$ cat src/rtl/lc3_control_fsm.sv
// Moore sequencer for the LC-3 lab datapath: fetch, decode and execute of the
// instruction subset, with a programmable memory-strobe hold time.
module lc3_control_fsm #(
  parameter int MEM_WAIT_CYCLES = 1
) (
  input  logic       Clk,
  input  logic       Reset,
  input  logic       Run,
  input  logic       Continue,
  input  logic [3:0] Opcode,
  input  logic       IR_5,
  input  logic       BEN,
  output logic       LD_MAR,
  output logic       LD_MDR,
  output logic       LD_IR,
  output logic       LD_BEN,
  output logic       LD_CC,
  output logic       LD_REG,
  output logic       LD_PC,
  output logic       LD_LED,
  output logic       GatePC,
  output logic       GateMDR,
  output logic       GateALU,
  output logic       GateMARMUX,
  output logic [1:0] PCMUX,
  output logic       ADDR1MUX,
  output logic [1:0] ADDR2MUX,
  output logic       DRMUX,
  output logic       SR1MUX,
  output logic       SR2MUX,
  output logic [1:0] ALUK,
  output logic       MIO_EN,
  output logic       Mem_OE,
  output logic       Mem_WE,
  output logic [4:0] State_dbg
);

  localparam int CW = $clog2(MEM_WAIT_CYCLES + 1);
  localparam logic [CW-1:0] CNT_LAST = CW'(MEM_WAIT_CYCLES - 1);

  typedef enum logic [4:0] {
    HALTED = 5'd0,  S18 = 5'd1,  S33 = 5'd2,  S35 = 5'd3,  S32 = 5'd4,
    S1     = 5'd5,  S5  = 5'd6,  S9  = 5'd7,  S0  = 5'd8,  S22 = 5'd9,
    S12    = 5'd10, S4  = 5'd11, S21 = 5'd12, S6  = 5'd13, S7  = 5'd14,
    S25    = 5'd15, S27 = 5'd16, S23 = 5'd17, S16 = 5'd18, P1  = 5'd19,
    P2     = 5'd20
  } state_t;

  state_t        state_q, state_d;
  logic [CW-1:0] cnt_q, cnt_d;
  logic          mem_done_s;
  logic          mem_state_s;

  assign mem_done_s  = (cnt_q == CNT_LAST);
  assign mem_state_s = (state_q == S33) || (state_q == S25) || (state_q == S16);

  always_comb begin
    state_d = state_q;
    case (state_q)
      HALTED: if (Run) state_d = S18; else state_d = HALTED;
      S18:    state_d = S33;
      S33:    if (mem_done_s) state_d = S35; else state_d = S33;
      S35:    state_d = S32;
      S32: begin
        case (Opcode)
          4'b0001: state_d = S1;
          4'b0101: state_d = S5;
          4'b1001: state_d = S9;
          4'b0000: state_d = S0;
          4'b1100: state_d = S12;
          4'b0100: state_d = S4;
          4'b0110: state_d = S6;
          4'b0111: state_d = S7;
          4'b1101: state_d = P1;
          default: state_d = S18;
        endcase
      end
      S0:     if (BEN) state_d = S22; else state_d = S18;
      S4:     state_d = S21;
      S6:     state_d = S25;
      S7:     state_d = S23;
      S25:    if (mem_done_s) state_d = S27; else state_d = S25;
      S23:    state_d = S16;
      S16:    if (mem_done_s) state_d = S18; else state_d = S16;
      P1:     if (Continue) state_d = P2; else state_d = P1;
      // P2 waits for release so a long press advances exactly one instruction.
      P2:     if (!Continue) state_d = S18; else state_d = P2;
      default: state_d = S18;
    endcase

    if (state_d != state_q)
      cnt_d = '0;
    else if (mem_state_s)
      cnt_d = cnt_q + CW'(1);
    else
      cnt_d = cnt_q;
  end

  always_ff @(posedge Clk or posedge Reset) begin
    if (Reset) begin
      state_q <= HALTED;
      cnt_q   <= '0;
    end else begin
      state_q <= state_d;
      cnt_q   <= cnt_d;
    end
  end

  always_comb begin
    LD_MAR = 1'b0; LD_MDR = 1'b0; LD_IR = 1'b0; LD_BEN = 1'b0;
    LD_CC = 1'b0; LD_REG = 1'b0; LD_PC = 1'b0; LD_LED = 1'b0;
    GatePC = 1'b0; GateMDR = 1'b0; GateALU = 1'b0; GateMARMUX = 1'b0;
    PCMUX = 2'b00; ADDR1MUX = 1'b0; ADDR2MUX = 2'b00; DRMUX = 1'b0;
    SR1MUX = 1'b0; SR2MUX = IR_5; ALUK = 2'b00; MIO_EN = 1'b0;
    Mem_OE = 1'b0; Mem_WE = 1'b0; State_dbg = state_q;
    case (state_q)
      S18: begin GatePC = 1'b1; LD_MAR = 1'b1; LD_PC = 1'b1; end
      S33, S25: begin Mem_OE = 1'b1; MIO_EN = 1'b1; LD_MDR = mem_done_s; end
      S35: begin GateMDR = 1'b1; LD_IR = 1'b1; end
      S32: LD_BEN = 1'b1;
      S1:  begin SR1MUX = 1'b1; GateALU = 1'b1; LD_REG = 1'b1; LD_CC = 1'b1; ALUK = 2'b00; end
      S5:  begin SR1MUX = 1'b1; GateALU = 1'b1; LD_REG = 1'b1; LD_CC = 1'b1; ALUK = 2'b01; end
      S9:  begin SR1MUX = 1'b1; GateALU = 1'b1; LD_REG = 1'b1; LD_CC = 1'b1; ALUK = 2'b10; end
      S22: begin ADDR2MUX = 2'b10; PCMUX = 2'b10; LD_PC = 1'b1; end
      S12: begin SR1MUX = 1'b1; ADDR1MUX = 1'b1; PCMUX = 2'b10; LD_PC = 1'b1; end
      S4:  begin GatePC = 1'b1; DRMUX = 1'b1; LD_REG = 1'b1; end
      S21: begin ADDR2MUX = 2'b11; PCMUX = 2'b10; LD_PC = 1'b1; end
      S6, S7: begin
        SR1MUX = 1'b1; ADDR1MUX = 1'b1; ADDR2MUX = 2'b01; GateMARMUX = 1'b1; LD_MAR = 1'b1;
      end
      S27: begin GateMDR = 1'b1; LD_REG = 1'b1; LD_CC = 1'b1; end
      S23: begin ALUK = 2'b11; GateALU = 1'b1; LD_MDR = 1'b1; end
      S16: Mem_WE = 1'b1;
      P1:  LD_LED = 1'b1;
      default: ;
    endcase
  end

endmodule

$ cat config.mk
export PLATFORM = sky130hd
export DESIGN_NAME = lc3_control_fsm
export DESIGN_NICKNAME = d
export VERILOG_FILES = /design/src/rtl/lc3_control_fsm.sv
export SDC_FILE = /design/constraint.sdc
export NUM_CORES = 1
export LEC_CHECK = 0
export ABC_AREA = 0
export CAP_MARGIN = 20
export CORE_AREA = 2 2 45 68
export DETAILED_ROUTE_END_ITERATION = 16
export DIE_AREA = 0 0 47 70
export GPL_TIMING_DRIVEN = 1
export HOLD_SLACK_MARGIN = 0.03
export PLACE_DENSITY_LB_ADDON = 0.08
export SYNTH_ARGS = -nofsm -noshare
export SYNTH_HDL_FRONTEND = slang
export SYNTH_SLANG_ARGS = --single-unit
$ cat constraint.sdc
create_clock -name Clk -period 1.7 [get_ports Clk]
set_input_delay 0.425 -clock Clk [delete_from_list [all_inputs] [get_ports Clk]]
set_output_delay 0.425 -clock Clk [all_outputs]
set_load 0.05 [all_outputs]
==> results.md, run 1 <==
- After synthesis, the cell types taking the most area are sky130_fd_sc_hd__dfrtp_1 (15%), sky130_fd_sc_hd__nand2b_1 (6.2%), sky130_fd_sc_hd__a21oi_1 (5.9%), sky130_fd_sc_hd__nand2_1 (5.9%), sky130_fd_sc_hd__nor2_1 (5.9%).
- In this run, CTS created clock tree buffers numbering 3.
- The netlist area before placement is between 0.001 and 0.0015 mm².
- The post-synthesis average cell area is between 6 and 7 µm².
- In this run the tool buffered the top-level ports with 36 buffer cells.
- The share of the Yosys chip area taken by registers is 0.148.
- The run ended at clock tree synthesis.
- The total of hold buffers inserted after clock tree synthesis is 0.
- The flow did not finish.
- sky130_fd_sc_hd__dfrtp_1 takes more of the synthesized area than any other cell.
- The height of the chip is roughly 70 µm.
- Counting flops and latches in the post-synthesis netlist gives 6.
- The total clock sinks is 6.
- After synthesis, the netlist uses 47 different library cells.
- The initial utilization of the core area, before any placement, comes to 0.368.
- For this run, the number of Yosys warnings is 0.
- The longest clock path from root to sink contains 2 buffers.
- The synthesized design contains 0 enable-type register cells.
- In this run the number of H-tree levels came out at 1.
- The width of the die is roughly 47 µm.
- Routability-driven placement finished with a final weighted congestion of approximately 0.94.
- The wire-length estimate of the detail-placed layout is 3670 µm.
- The synthesized instance count is 154.
- The I/O pin count is 40.
- The buffer cell driving the clock tree root is sky130_fd_sc_hd__clkbuf_8.
- The net count after synthesis is approximately 160.
- The first error in the log reads "[ERROR DPL-0038] Utilization greater than 100%, impossible to legalize".
- Of all flip-flops after synthesis, the portion carrying an async set or reset was 1.00.
- Row generation in the floorplan step produced 24 rows.
- The prevailing post-synth register cell is sky130_fd_sc_hd__dfrtp_1.
- Of the post-synthesis cell area, the dominant cell type holds 0.148.
- Post-CTS timing repair inserted 22 buffers for setup.
- The number of gates resized after CTS was 53.
==> cell usage after synthesis, types with 2 or more instances <==
library cell / count
sky130_fd_sc_hd__a21oi_1: 12
sky130_fd_sc_hd__buf_4: 6
sky130_fd_sc_hd__inv_1: 4
sky130_fd_sc_hd__o31ai_1: 2
sky130_fd_sc_hd__dfrtp_1: 6
sky130_fd_sc_hd__xnor2_1: 3
sky130_fd_sc_hd__nand2_1: 16
sky130_fd_sc_hd__buf_1: 5
sky130_fd_sc_hd__nand3_1: 7
sky130_fd_sc_hd__nand2b_1: 10
sky130_fd_sc_hd__nand3b_1: 2
sky130_fd_sc_hd__or3_1: 3
sky130_fd_sc_hd__nand4_1: 2
sky130_fd_sc_hd__nor3_1: 10
sky130_fd_sc_hd__o22ai_1: 2
sky130_fd_sc_hd__nor2_1: 16
sky130_fd_sc_hd__nor2b_1: 3
sky130_fd_sc_hd__a22oi_1: 4
sky130_fd_sc_hd__buf_2: 4
sky130_fd_sc_hd__a211oi_1: 2
sky130_fd_sc_hd__a2111oi_0: 2
sky130_fd_sc_hd__xor2_1: 2
sky130_fd_sc_hd__o21ai_0: 4
sky130_fd_sc_hd__clkbuf_1: 2
sky130_fd_sc_hd__or2_2: 3
==> cell families after synthesis <==
| family | share of synthesized area |
|---|---|
| xor gates and xnor gates | 0.0591 |
| and+or+nand+nor | 0.405 |
| AOI/OAI and AO/OA | 0.256 |
| muxes | 0.0209 |
| other | 0.00369 |
| DFF | 0.148 |
| buffers and inverters | 0.108 |
==> per-stage QoR <==
stage | hold slack [ps] | std cells | util | setup WS [ps] | instance area (µm²)
after floorplan | 216 | 154 | - | -445 | 1360
after global placement | 647 | 272 | 0.851 | -621 | 2350
after detailed placement | 652 | 272 | 0.851 | -709 | 2350
==> run 2, diff against run 1 <==
--- a/config.mk
+++ b/config.mk
@@ -7,12 +7,11 @@
 export LEC_CHECK = 0
 export ABC_AREA = 0
 export CAP_MARGIN = 20
-export CORE_AREA = 2 2 45 68
+export CORE_AREA = 2 2 63 65
 export DETAILED_ROUTE_END_ITERATION = 16
-export DIE_AREA = 0 0 47 70
+export DIE_AREA = 0 0 65 67
 export GPL_TIMING_DRIVEN = 1
-export HOLD_SLACK_MARGIN = 0.03
-export PLACE_DENSITY_LB_ADDON = 0.08
+export PLACE_DENSITY_LB_ADDON = 0.15
 export SYNTH_ARGS = -nofsm -noshare
 export SYNTH_HDL_FRONTEND = slang
 export SYNTH_SLANG_ARGS = --single-unit
==> constraint.sdc (replaced) <==
create_clock -name Clk -period 2.2 [get_ports Clk]
set_input_delay 0.55 -clock Clk [delete_from_list [all_inputs] [get_ports Clk]]
set_output_delay 0.55 -clock Clk [all_outputs]
set_load 0.05 [all_outputs]
==> run 2 against run 1 <==
Effect of this change:
- the flow now finishes, with violations (negative setup slack)
- synthesized cell count stayed put
- area after synthesis unchanged
==> results.md, run 2 <==
- The async set-or-reset flop fraction in the synthesized netlist is 1.00.
- The net switching fraction of the power is 0.518.
- Based on the critical path, the design can be clocked at up to 448 MHz.
- For the worst flop-to-flop path, the logic depth is 7.
- Synthesis produced a netlist with a net count of approximately 160.
- For this design the total switching power over the nets is between 0.0015 and 0.002 W.
- The total global routing overflow is 0.
- The synthesized design contains 6 register bits.
- The clock insertion delay at the later pin of the skew report is 230 ps.
- The worst setup path is captured at a primary output.
- The total clock sinks is 6.
- In this run, distinct cell masters in the synthesized netlist total 47.
- Fill cells in the final layout number approximately 300.
- By area the synthesized netlist is led by sky130_fd_sc_hd__dfrtp_1 (15%), sky130_fd_sc_hd__nand2b_1 (6.2%), sky130_fd_sc_hd__a21oi_1 (5.9%), sky130_fd_sc_hd__nand2_1 (5.9%), sky130_fd_sc_hd__nor2_1 (5.9%).
- The quantity of I/O buffers inserted on ports is 36.
- The prevailing post-synth register cell is sky130_fd_sc_hd__dfrtp_1.
- The detailed-router iteration count before antenna repair is 4.
- Walking the worst path, the cells encountered are buf_6 > nor2_4 > nor2_2 > a21oi_2 > nor2_4 > or2_4 > buf_12.
- At the end of the flow the core is filled with cells to 0.651.
- The first global-routing pass estimated 6670 µm of wire.
- The register with the most flip-flops in the layout has 5 of them.
- The weighted congestion at the end of routability-driven global placement is ~0.85.
- The run finished, with violations left.
- The number of synthesis warnings is 0.
- The total CTS buffers is 3.
- The worst setup path is launched from a flip-flop.
- The full die area is between 0.004 and 0.005 mm².
- The library cell used most frequently in the layout, excluding fill and tap cells, is sky130_fd_sc_hd__buf_4.
- Of the cells placed in the final design, the portion with a size suffix greater than 1 is 0.602.
- For this run, the slowest stage of the critical path takes ~510 ps.
- The depth of the critical timing path with buffers and inverters included is 7.
- The share of total power in the clock network is 0.051.
- The share of the Yosys chip area taken by registers is 0.148.
- The dominant cell type by count on the critical path is sky130_fd_sc_hd__nor2_4.
- The sum of negative setup slack is -30.3 ps.
- The final reports fail on negative setup slack.
- For this design the top-level I/O count stands at 40.
- The highest ir drop seen on vdd is roughly 0.94 mV.
- The region available for standard cell placement spans between 0.003 and 0.004 mm².
- The total internal power is roughly 0.0017 W.
- The clock passes through at most 2 buffers.
- The net count of the finished layout is between 200 and 250.
- From left edge to right edge, the die measures between 60 and 70 µm.
- The critical path's top delay family is flip-flops.
- The violation count after the first detailed-routing iteration is between 60 and 70.
- The number of hold buffers added after CTS was 0.
- The post-synthesis average cell area is 6.61 µm².
- The worst endpoint required time is between 1500 and 2000 ps.
- The number of pins with negative max-slew slack in the final report is 0.
- After layout, the worst setup slack is -30.3 ps.
- The total leakage power is ~0.91 nW.
- The area share of the largest cell type after synthesis is 0.148.
- The number of global-route vias before repair is between 1000 and 1500.
- The number of routed nets with antenna violations is 0.
- The clock tree from TritonCTS is built.
- The synthesized netlist occupies a cell area of approximately 0.001 mm².
- The post-CTS clock slew at the launch and capture registers of the worst setup and hold paths is approximately 40 ps.
- The smallest clock period supported by the final layout is computed as ~2200 ps.
- The number of antenna violations at the first check in global routing is 0.
- In the global route stage, overall resource usage came out at 0.198.
- Counting instances in the post-synthesis netlist gives the leading cell types as sky130_fd_sc_hd__nand2_1 (16), sky130_fd_sc_hd__nor2_1 (16), sky130_fd_sc_hd__a21oi_1 (12).
- The design draws between 0.003 and 0.004 W.
- By startpoint and endpoint, the worst setup path is classified as reg -> out.
- Max-cap violations in this run came to 0.
- The antenna diode count is 0.
- The multi-input combinational cells in the finished layout cover a total of ~0.0011 mm².
- In this run the number of H-tree levels came out at 1.
- In this run the critical register-to-register path is launched from State_dbg[1]$_DFF_PP0_.
- The power per unit of standard cell area is between 1500 and 2000 mW/mm².
- The combinational group share of total power is 0.877.
- In the layout the commonest cells are sky130_fd_sc_hd__buf_4 (38), sky130_fd_sc_hd__buf_12 (26), sky130_fd_sc_hd__nand2_1 (15), sky130_fd_sc_hd__nand3_1 (7), sky130_fd_sc_hd__buf_6 (7).
- In this run the vertical extent of the chip is between 60 and 70 µm.
- The critical path starts at State_dbg[1]$_DFF_PP0_.
- Setup violations remaining at the end of the flow were counted as 1.
- After detailed routing, the number of vias per cell comes to ~5.3.
- In the final routed layout, each cell accounts on average for around 16 µm.
- In this run the core area contains 22 standard-cell rows.
- Setup repair after global routing could not meet its margin everywhere.
- The critical path contains buffers and inverters numbering 2 combined.
- Summed over all layers, the routed wires come to between 4000 and 5000 µm.
- Summing over every cut layer, the via total after detailed routing is approximately 1400.
- The data arrival at the endpoint of the critical path is around 1700 ps.
- Entering global routing, the biggest net connects 26 pins.
- For this run, design rule violations remaining after detail routing come to 0.
- The hold violation count in the final report came to 0.
- Across the routed clock network, the largest skew measured is between 5 and 6 ps.
- The cell count after synthesis came out at around 150.
- The path category of the worst min-delay check is in -> async.
- Relative to the synthesized area, the layout overhead comes to 131%.
- The biggest area contributor in the post-synthesis netlist is sky130_fd_sc_hd__dfrtp_1.
- The initial utilization of the core area, before any placement, comes to 0.282.
- The share of total power dissipated in sequential elements is 0.072.
- In the finished design, the share of the clock period the worst path needs comes to 1.01.
- The maximum fanout encountered on the critical timing path is 6.
- The storage element area is ~160 µm².
- On the critical path, the stage with the largest delay is an instance of sky130_fd_sc_hd__dfrtp_4.
- Detailed placement ended at an HPWL of approximately 2900 µm.
- The buffer cell driving the clock tree root is sky130_fd_sc_hd__clkbuf_8.
- The number of enable-type register cells in the synthesized netlist is 0.
[run 2: cell counts after synthesis]
Identical to the previous run, type by type.
[run 2: kinds of logic after synthesis]
logic type	after synthesis	share of synthesized area
multiplexers	2	0.0209
XOR/XNOR	6	0.0591
buffers and inverters	22	0.108
flip-flops	6	0.148
AND/OR/NAND/NOR	78	0.405
AO/OA/AOI/OAI	39	0.256
other	1	0.00369
[run 2: what timing repair did]
item,in CTS,in global routing
buffers inserted,13,10
gates resized for setup,8,34
endpoints found under the setup margin,15,18
pin swaps,4,16
[run 2: metrics by stage]
stage                     instance area [µm²]  setup WS [ps]  std cells  hold WS, ps
after floorplan                          1300          -80.2        154          341
after global placement                   1960           -239        242          768
after detailed placement                 1960           -304        242          779
after CTS                                2130          -22.2        259          529
after global routing                     2350           -109        269          549
final                                    2350          -30.3        269          528
[run 2: area by class of cell]
type,count,area share
inverter,5,0.00799
clock buffer,4,0.0192
tap,48,0.0256
multi-input combinational,126,0.461
timing repair buffer,80,0.417
sequential,6,0.0687
[run 2: worst paths after layout]
kind	to	slack [ps]
max	LD_REG	-30
min	State_dbg[2]$_DFF_PP0_	530
max reg2reg	cnt_q$_DFFE_PP0P_	10
min reg2reg	State_dbg[4]$_DFF_PP0_	750
max in group asynchronous	State_dbg[4]$_DFF_PP0_	1470
min in group Clk	State_dbg[4]$_DFF_PP0_	750
[run 2: power groups by stage]
stage / combinational (W) / clock (W) / sequential, W
6_report: 0.00311 / 0.000181 / 0.000255
4_1_cts: 0.00270 / 0.000183 / 0.000298
5_1_grt: 0.00327 / 0.000192 / 0.000262
2_1_floorplan: 0.00175 / 0 / 0.000280
3_3_place_gp: 0.00249 / 0 / 0.000346
3_5_place_dp: 0.00251 / 0 / 0.000347
[run 2: routing by layer]
metal,GRT usage,part of all wire
met1,0.274,0.42
met2,0.323,0.51
met3,0.0236,0.068
met4,0.0559,0.010
met5,0,0
[run 2: worst register-to-register path, stage by stage, from the launching register on]
cell                       delay (ps)
sky130_fd_sc_hd__dfrtp_4          460
sky130_fd_sc_hd__clkbuf_4         220
sky130_fd_sc_hd__nand2b_1         120
sky130_fd_sc_hd__a221oi_4         250
sky130_fd_sc_hd__a211oi_2          60
sky130_fd_sc_hd__or4_4            570
sky130_fd_sc_hd__xnor2_2          160
sky130_fd_sc_hd__nor4_2           250
(Power assumes the default switching activity.)
